File: src/rtl/xrisc_mbox_pkg.sv
// Shared types and default constants for the data-memory mailbox.
// Holds FSM states, verdict encodings and default address map values.
package xrisc_mbox_pkg;

  localparam int unsigned WORD_W = 32;
  localparam int unsigned CNT_W  = 16;

  localparam int unsigned DEF_DEPTH_WORDS    = 64;
  localparam int unsigned DEF_MAILBOX_ADDR   = 100;
  localparam int unsigned DEF_EXPECT_VALUE   = 25;
  localparam int unsigned DEF_SCRATCH_ADDR   = 96;
  localparam int unsigned DEF_TIMEOUT_CYCLES = 1000;

  typedef enum logic [1:0] {
    ST_RUN  = 2'd0,
    ST_PASS = 2'd1,
    ST_FAIL = 2'd2
  } state_e;

  typedef enum logic [1:0] {
    FC_NONE      = 2'd0,
    FC_BAD_VALUE = 2'd1,
    FC_ILLEGAL   = 2'd2,
    FC_TIMEOUT   = 2'd3
  } fail_code_e;

  // Word-aligned and inside the RAM byte range.
  function automatic logic addr_legal(input logic [WORD_W-1:0] adr,
                                      input int unsigned depth_words);
    return (adr[1:0] == 2'b00) && (adr < 32'(4 * depth_words));
  endfunction

endpackage

File: src/rtl/xrisc_dmem_ram.sv
// Word-addressed data RAM: synchronous write, asynchronous read, no reset.
module xrisc_dmem_ram
  import xrisc_mbox_pkg::*;
#(
  parameter  int unsigned DEPTH_WORDS = DEF_DEPTH_WORDS,
  localparam int unsigned AW = (DEPTH_WORDS > 1) ? $clog2(DEPTH_WORDS) : 1
) (
  input  logic              clk,
  input  logic              we,
  input  logic [AW-1:0]     addr,
  input  logic [WORD_W-1:0] wdata,
  output logic [WORD_W-1:0] rdata
);

  logic [WORD_W-1:0] mem [DEPTH_WORDS];

  always_ff @(posedge clk) begin
    if (we) mem[addr] <= wdata;
  end

  assign rdata = mem[addr];

endmodule

File: src/rtl/xrisc_dmem_mailbox.sv
// Test-harness data memory: watches core stores for a mailbox verdict,
// flags illegal stores and times out a run that never reports.
module xrisc_dmem_mailbox
  import xrisc_mbox_pkg::*;
#(
  parameter int unsigned DEPTH_WORDS    = DEF_DEPTH_WORDS,
  parameter int unsigned MAILBOX_ADDR   = DEF_MAILBOX_ADDR,
  parameter int unsigned EXPECT_VALUE   = DEF_EXPECT_VALUE,
  parameter int unsigned SCRATCH_ADDR   = DEF_SCRATCH_ADDR,
  parameter int unsigned TIMEOUT_CYCLES = DEF_TIMEOUT_CYCLES
) (
  input  logic              clk,
  input  logic              reset,
  input  logic              MemWrite,
  input  logic [WORD_W-1:0] DataAdr,
  input  logic [WORD_W-1:0] WriteData,
  output logic [WORD_W-1:0] ReadData,
  output logic              done,
  output logic              pass,
  output logic [1:0]        fail_code,
  output logic [CNT_W-1:0]  store_count
);

  localparam int unsigned AW = (DEPTH_WORDS > 1) ? $clog2(DEPTH_WORDS) : 1;

  state_e            state;
  logic [31:0]       cyc_cnt;
  logic              legal;
  logic              in_run;
  logic              store_ok;
  logic              store_bad;
  logic              mbox_hit;
  logic              value_ok;
  logic              timeout_hit;
  logic              ram_we;
  logic [AW-1:0]     word_idx;
  logic [WORD_W-1:0] ram_rdata;

  assign legal       = addr_legal(DataAdr, DEPTH_WORDS);
  assign in_run      = (state == ST_RUN);
  assign store_ok    = in_run && MemWrite && legal;
  assign store_bad   = in_run && MemWrite && !legal;
  // Scratch stores never produce a verdict, even if it aliases the mailbox.
  assign mbox_hit    = (DataAdr == 32'(MAILBOX_ADDR)) && (DataAdr != 32'(SCRATCH_ADDR));
  assign value_ok    = (WriteData == 32'(EXPECT_VALUE));
  assign timeout_hit = (cyc_cnt == 32'(TIMEOUT_CYCLES - 1));
  assign ram_we      = store_ok && !reset;
  assign word_idx    = DataAdr[AW+1:2];
  assign ReadData    = legal ? ram_rdata : '0;

  xrisc_dmem_ram #(
    .DEPTH_WORDS(DEPTH_WORDS)
  ) u_ram (
    .clk  (clk),
    .we   (ram_we),
    .addr (word_idx),
    .wdata(WriteData),
    .rdata(ram_rdata)
  );

  // Verdict FSM; store/mailbox verdicts outrank the timeout in the same cycle.
  always_ff @(posedge clk or posedge reset) begin
    if (reset) begin
      state       <= ST_RUN;
      done        <= 1'b0;
      pass        <= 1'b0;
      fail_code   <= FC_NONE;
      store_count <= '0;
      cyc_cnt     <= '0;
    end else if (in_run) begin
      cyc_cnt <= cyc_cnt + 32'd1;
      if (store_ok && (store_count != 16'hFFFF)) begin
        store_count <= store_count + 16'd1;
      end
      if (store_bad) begin
        state     <= ST_FAIL;
        done      <= 1'b1;
        fail_code <= FC_ILLEGAL;
      end else if (store_ok && mbox_hit) begin
        done <= 1'b1;
        if (value_ok) begin
          state <= ST_PASS;
          pass  <= 1'b1;
        end else begin
          state     <= ST_FAIL;
          fail_code <= FC_BAD_VALUE;
        end
      end else if (timeout_hit) begin
        state     <= ST_FAIL;
        done      <= 1'b1;
        fail_code <= FC_TIMEOUT;
      end
    end
  end

endmodule

File: config.mk
export PLATFORM = sky130hd
export DESIGN_NAME = xrisc_dmem_mailbox
export DESIGN_NICKNAME = d
export VERILOG_FILES = /design/src/rtl/xrisc_mbox_pkg.sv /design/src/rtl/xrisc_dmem_ram.sv /design/src/rtl/xrisc_dmem_mailbox.sv
export SDC_FILE = /design/constraint.sdc
export NUM_CORES = 2
export LEC_CHECK = 0
export CAP_MARGIN = 40
export CORE_ASPECT_RATIO = 0.8
export CORE_MARGIN = 2
export CORE_UTILIZATION = 35
export DETAILED_ROUTE_END_ITERATION = 6
export PLACE_DENSITY = 0.59
export SYNTH_ARGS = -nofsm -noshare
export SYNTH_HDL_FRONTEND = slang
export SYNTH_SLANG_ARGS = --single-unit
File: constraint.sdc
create_clock -name clk -period 3.8 [get_ports clk]
set_input_delay 0.38 -clock clk [delete_from_list [all_inputs] [get_ports clk]]
set_output_delay 0.38 -clock clk [all_outputs]
set_load 0.01 [all_outputs]
==> results.sh <==
export IMPL_max_stage_delay_ns=0.74
export IMPL_slew_viol_final=0
export IMPL_min_period_ns=3.74
export IMPL_grt_pass1_vias=41400
export IMPL_fin_skew_ns=0.0465
export IMPL_cts_tree="yes"
export IMPL_setup_viol=0
export IMPL_cts_buffers=202
export IMPL_routed_via_density=5.68
export IMPL_synth_most_common_cell="edfxtp_1"
export IMPL_ys_async_sr_fraction_pct=2.57
export IMPL_vias=42500
export IMPL_synth_compound_area_share_pct=2.36
export IMPL_portBuffers=118
export IMPL_die_h_um=435
export IMPL_synth_warnings=0
export IMPL_yosys_area_share_simple_pct=2.59
export IMPL_die_area_um2=236000
export IMPL_grt_usage_pct=19.9
export IMPL_placed_cell_area_um2=90800
export IMPL_hold_violations=0
export IMPL_syn_instance_count=3662
export IMPL_synthTopCellsByCount="2048 x edfxtp_1, 491 x mux4_2, 133 x mux2i_1, 124 x nor2_1, 65 x clkbuf_1"
export IMPL_dp_hpwl_um=151000
export IMPL_p_total_w=0.0474
export IMPL_seq_area_frac_synth_pct=77.3
export IMPL_htree_levels=4
export IMPL_power_density_nw_per_um2=487
export IMPL_fillCellCount=19900
export IMPL_startpoint_type="register"
export IMPL_insertion_delay_ns=0.86
export IMPL_synth_xor_area_share_pct=0.495
export IMPL_drcViolationCount=0
export IMPL_cp_required_ns=3.42
export IMPL_wl_per_cell_um=32.0
export IMPL_cp_cell_sequence="mux4_2 > mux2i_1 > a221oi_1 > o2111a_1 > clkdlybuf4s50_1"
export IMPL_core_um2=231000
export IMPL_path_max_fanout=1
export IMPL_syn_cell_area_um2=81300
export IMPL_status="completed"
export IMPL_slowest_stage="mux2i_1"
export IMPL_fin_crit_sh_pct=98.4
export IMPL_timing_fmax_mhz=267
export IMPL_area_growth_pct=19.7
export IMPL_rows=158
export IMPL_synth_edf_count=2048
export IMPL_preCtsSetupSlack_ns=-0.581
export IMPL_leakagePower_nw=31.2
export IMPL_ys_ff_latch=2102
export IMPL_chipWidth_um=543
export IMPL_grt_max_degree=65
export IMPL_synth_area_top_cells="edfxtp_1 76%, mux4_2 14%, dfrtp_1 1.7%, mux2i_1 1.6%, nor2_1 0.57%"
export IMPL_synth_distinct_cells=73
export IMPL_place_gp_congestion=0.892
export IMPL_grt_pass1_wl_um=331000
export IMPL_slew_limit_headroom_pct=36.8
export IMPL_irDropWorstVdd_mv=0.368
export IMPL_grt_overflow=0
export IMPL_arrival_ns=3.36
export IMPL_synthFlopType="edfxtp_1"
export IMPL_cp_end_kind="output pin"
export IMPL_cts_root_buf="clkbuf_16"
export IMPL_synth_top_area_share_pct=75.6
export IMPL_start_util_pct=35.2
export IMPL_clk_path_buf_depth=4
export IMPL_synth_avg_cell_area_um2=22.2
export IMPL_synth_top_family_by_area="multiplexers"
export IMPL_synth_largest_area_cell="edfxtp_1"
export IMPL_clock_sinks=2102
export IMPL_drv_cap=0
export IMPL_routed_wl_um=239000
export IMPL_synth_nets=3731
export IMPL_ant_nets=0
export IMPL_synthMuxAreaShare_pct=15.4
export IMPL_setup_slack_ns=0.0595
export IMPL_tns_ns=0
export IMPL_ios=119
export IMPL_path_class="register to output pin"
export IMPL_finalNetCount=4355
export IMPL_holdWs_ns=0.131
export IMPL_clk_pin_slew_worst_paths_ns=0.06
export IMPL_antenna_found_initial=17
export IMPL_drt_initial_drc_count=6073
export IMPL_yosys_area_share_adder_pct=0.0308
export IMPL_fin_area_um2=97400
export IMPL_tightest_slew_ns=0.922
export IMPL_firstDrtPassIters=6
export IMPL_drive_gt1_share_pct=32.5
export IMPL_hold_path_class="input port to register"
per-layer routing:
layer  wire (µm)  track usage, %  vias up
li1            -               -    16800
met1      106000            31.0    23200
met2      106000            29.2     2222
met3       23700            3.80      276
met4        4080            3.64        8
met5          58               0        -
final cells by class:
type                            count  area (µm²)  area share, %
Inverter                            5        18.8         0.0193
Sequential cell                  2102       62900           64.5
Tap cell                         3040        3800           3.91
Timing Repair Buffer              620        6720           6.90
Antenna cell                        3        7.51        0.00771
Multi-Input combinational cell   1355       17700           18.2
Clock inverter                    108         961          0.987
Clock buffer                      252        5290           5.43
cells by family (layout without fill, tap and decap cells):
| family | count (synthesis) | after routing |
|---|---|---|
| AO/OA/AOI/OAI | 257 | 257 |
| XOR/XNOR | 46 | 46 |
| adder cells (fa/ha/maj) | 2 | 2 |
| buffers and inverters | 205 | 985 |
| flip-flops | 2102 | 2102 |
| multiplexers | 637 | 637 |
| other | 0 | 3 |
| AND/OR/NAND/NOR | 413 | 413 |
worst paths after layout:
kind | startpoint | to | slack (ns) | cells after the start
min in group asynchronous | reset | store_count[2]$_DFFE_PP0P_ | 0.55 | 3
max in group asynchronous | reset | cyc_cnt[27]$_DFFE_PP0N_ | 2.78 | 3
min reg2reg | cyc_cnt[31]$_DFFE_PP0N_ | cyc_cnt[31]$_DFFE_PP0N_ | 0.48 | 1
min | WriteData[23] | u_ram.mem[34][23]$_DFFE_PP_ | 0.13 | 1
max | u_ram.mem[55][24]$_DFFE_PP_ | ReadData[24] | 0.06 | 5
max reg2reg | state[1]$_DFFE_PP0P_ | state[1]$_DFFE_PP0P_ | 1.23 | 6
through the flow:
stage	utilization (%)	std cells
6_report	42.1	7485
5_1_grt	42.1	7482
4_1_cts	42.1	7482
3_5_place_dp	39.3	7117
3_3_place_gp	39.2	7115
2_1_floorplan	-	3662
registers in the layout (all words and copies together), names as in the netlist:
signal,count
fail_code,2
state,2
store_count,16
pass,1
u_ram.mem,2048
cyc_cnt,32
done,1
critical path: cells and delay by family (launching register included):
family	cells	cell delay (ns)
multiplexers	2	1.22
AO/OA/AOI/OAI	2	0.47
flip-flops	1	0.36
buffers and inverters	1	0.52
where the power goes:
group / switching [W] / total, W / internal (W)
clock network: 0.00858 / 0.0195 / 0.0109
logic: 0.00151 / 0.00245 / 0.000941
registers: 0.0000349 / 0.0255 / 0.0254
total: 0.0101 / 0.0474 / 0.0373
cell usage in the layout (no fill, tap or decap), types with 51 or more instances in the layout:
cell type	netlist	final
buf_12	14	150
buf_4	28	346
clkbuf_16	0	204
dfrtp_1	54	54
edfxtp_1	2048	2048
mux2i_1	133	133
mux4_2	491	491
nand2_1	60	58
nand3_1	59	59
nor2_1	124	55
nor2_4	0	64
o22ai_1	51	51
what timing repair did:
action | CTS | global route
pin swaps | 15 | 9
endpoints found under the setup margin | 30 | 24
gates resized for setup | 84 | 23
setup buffers | 3 | 1
endpoints found under the hold margin | 9 | 0
hold buffers | 4 | 0
Power figures use the tool's default switching activity.
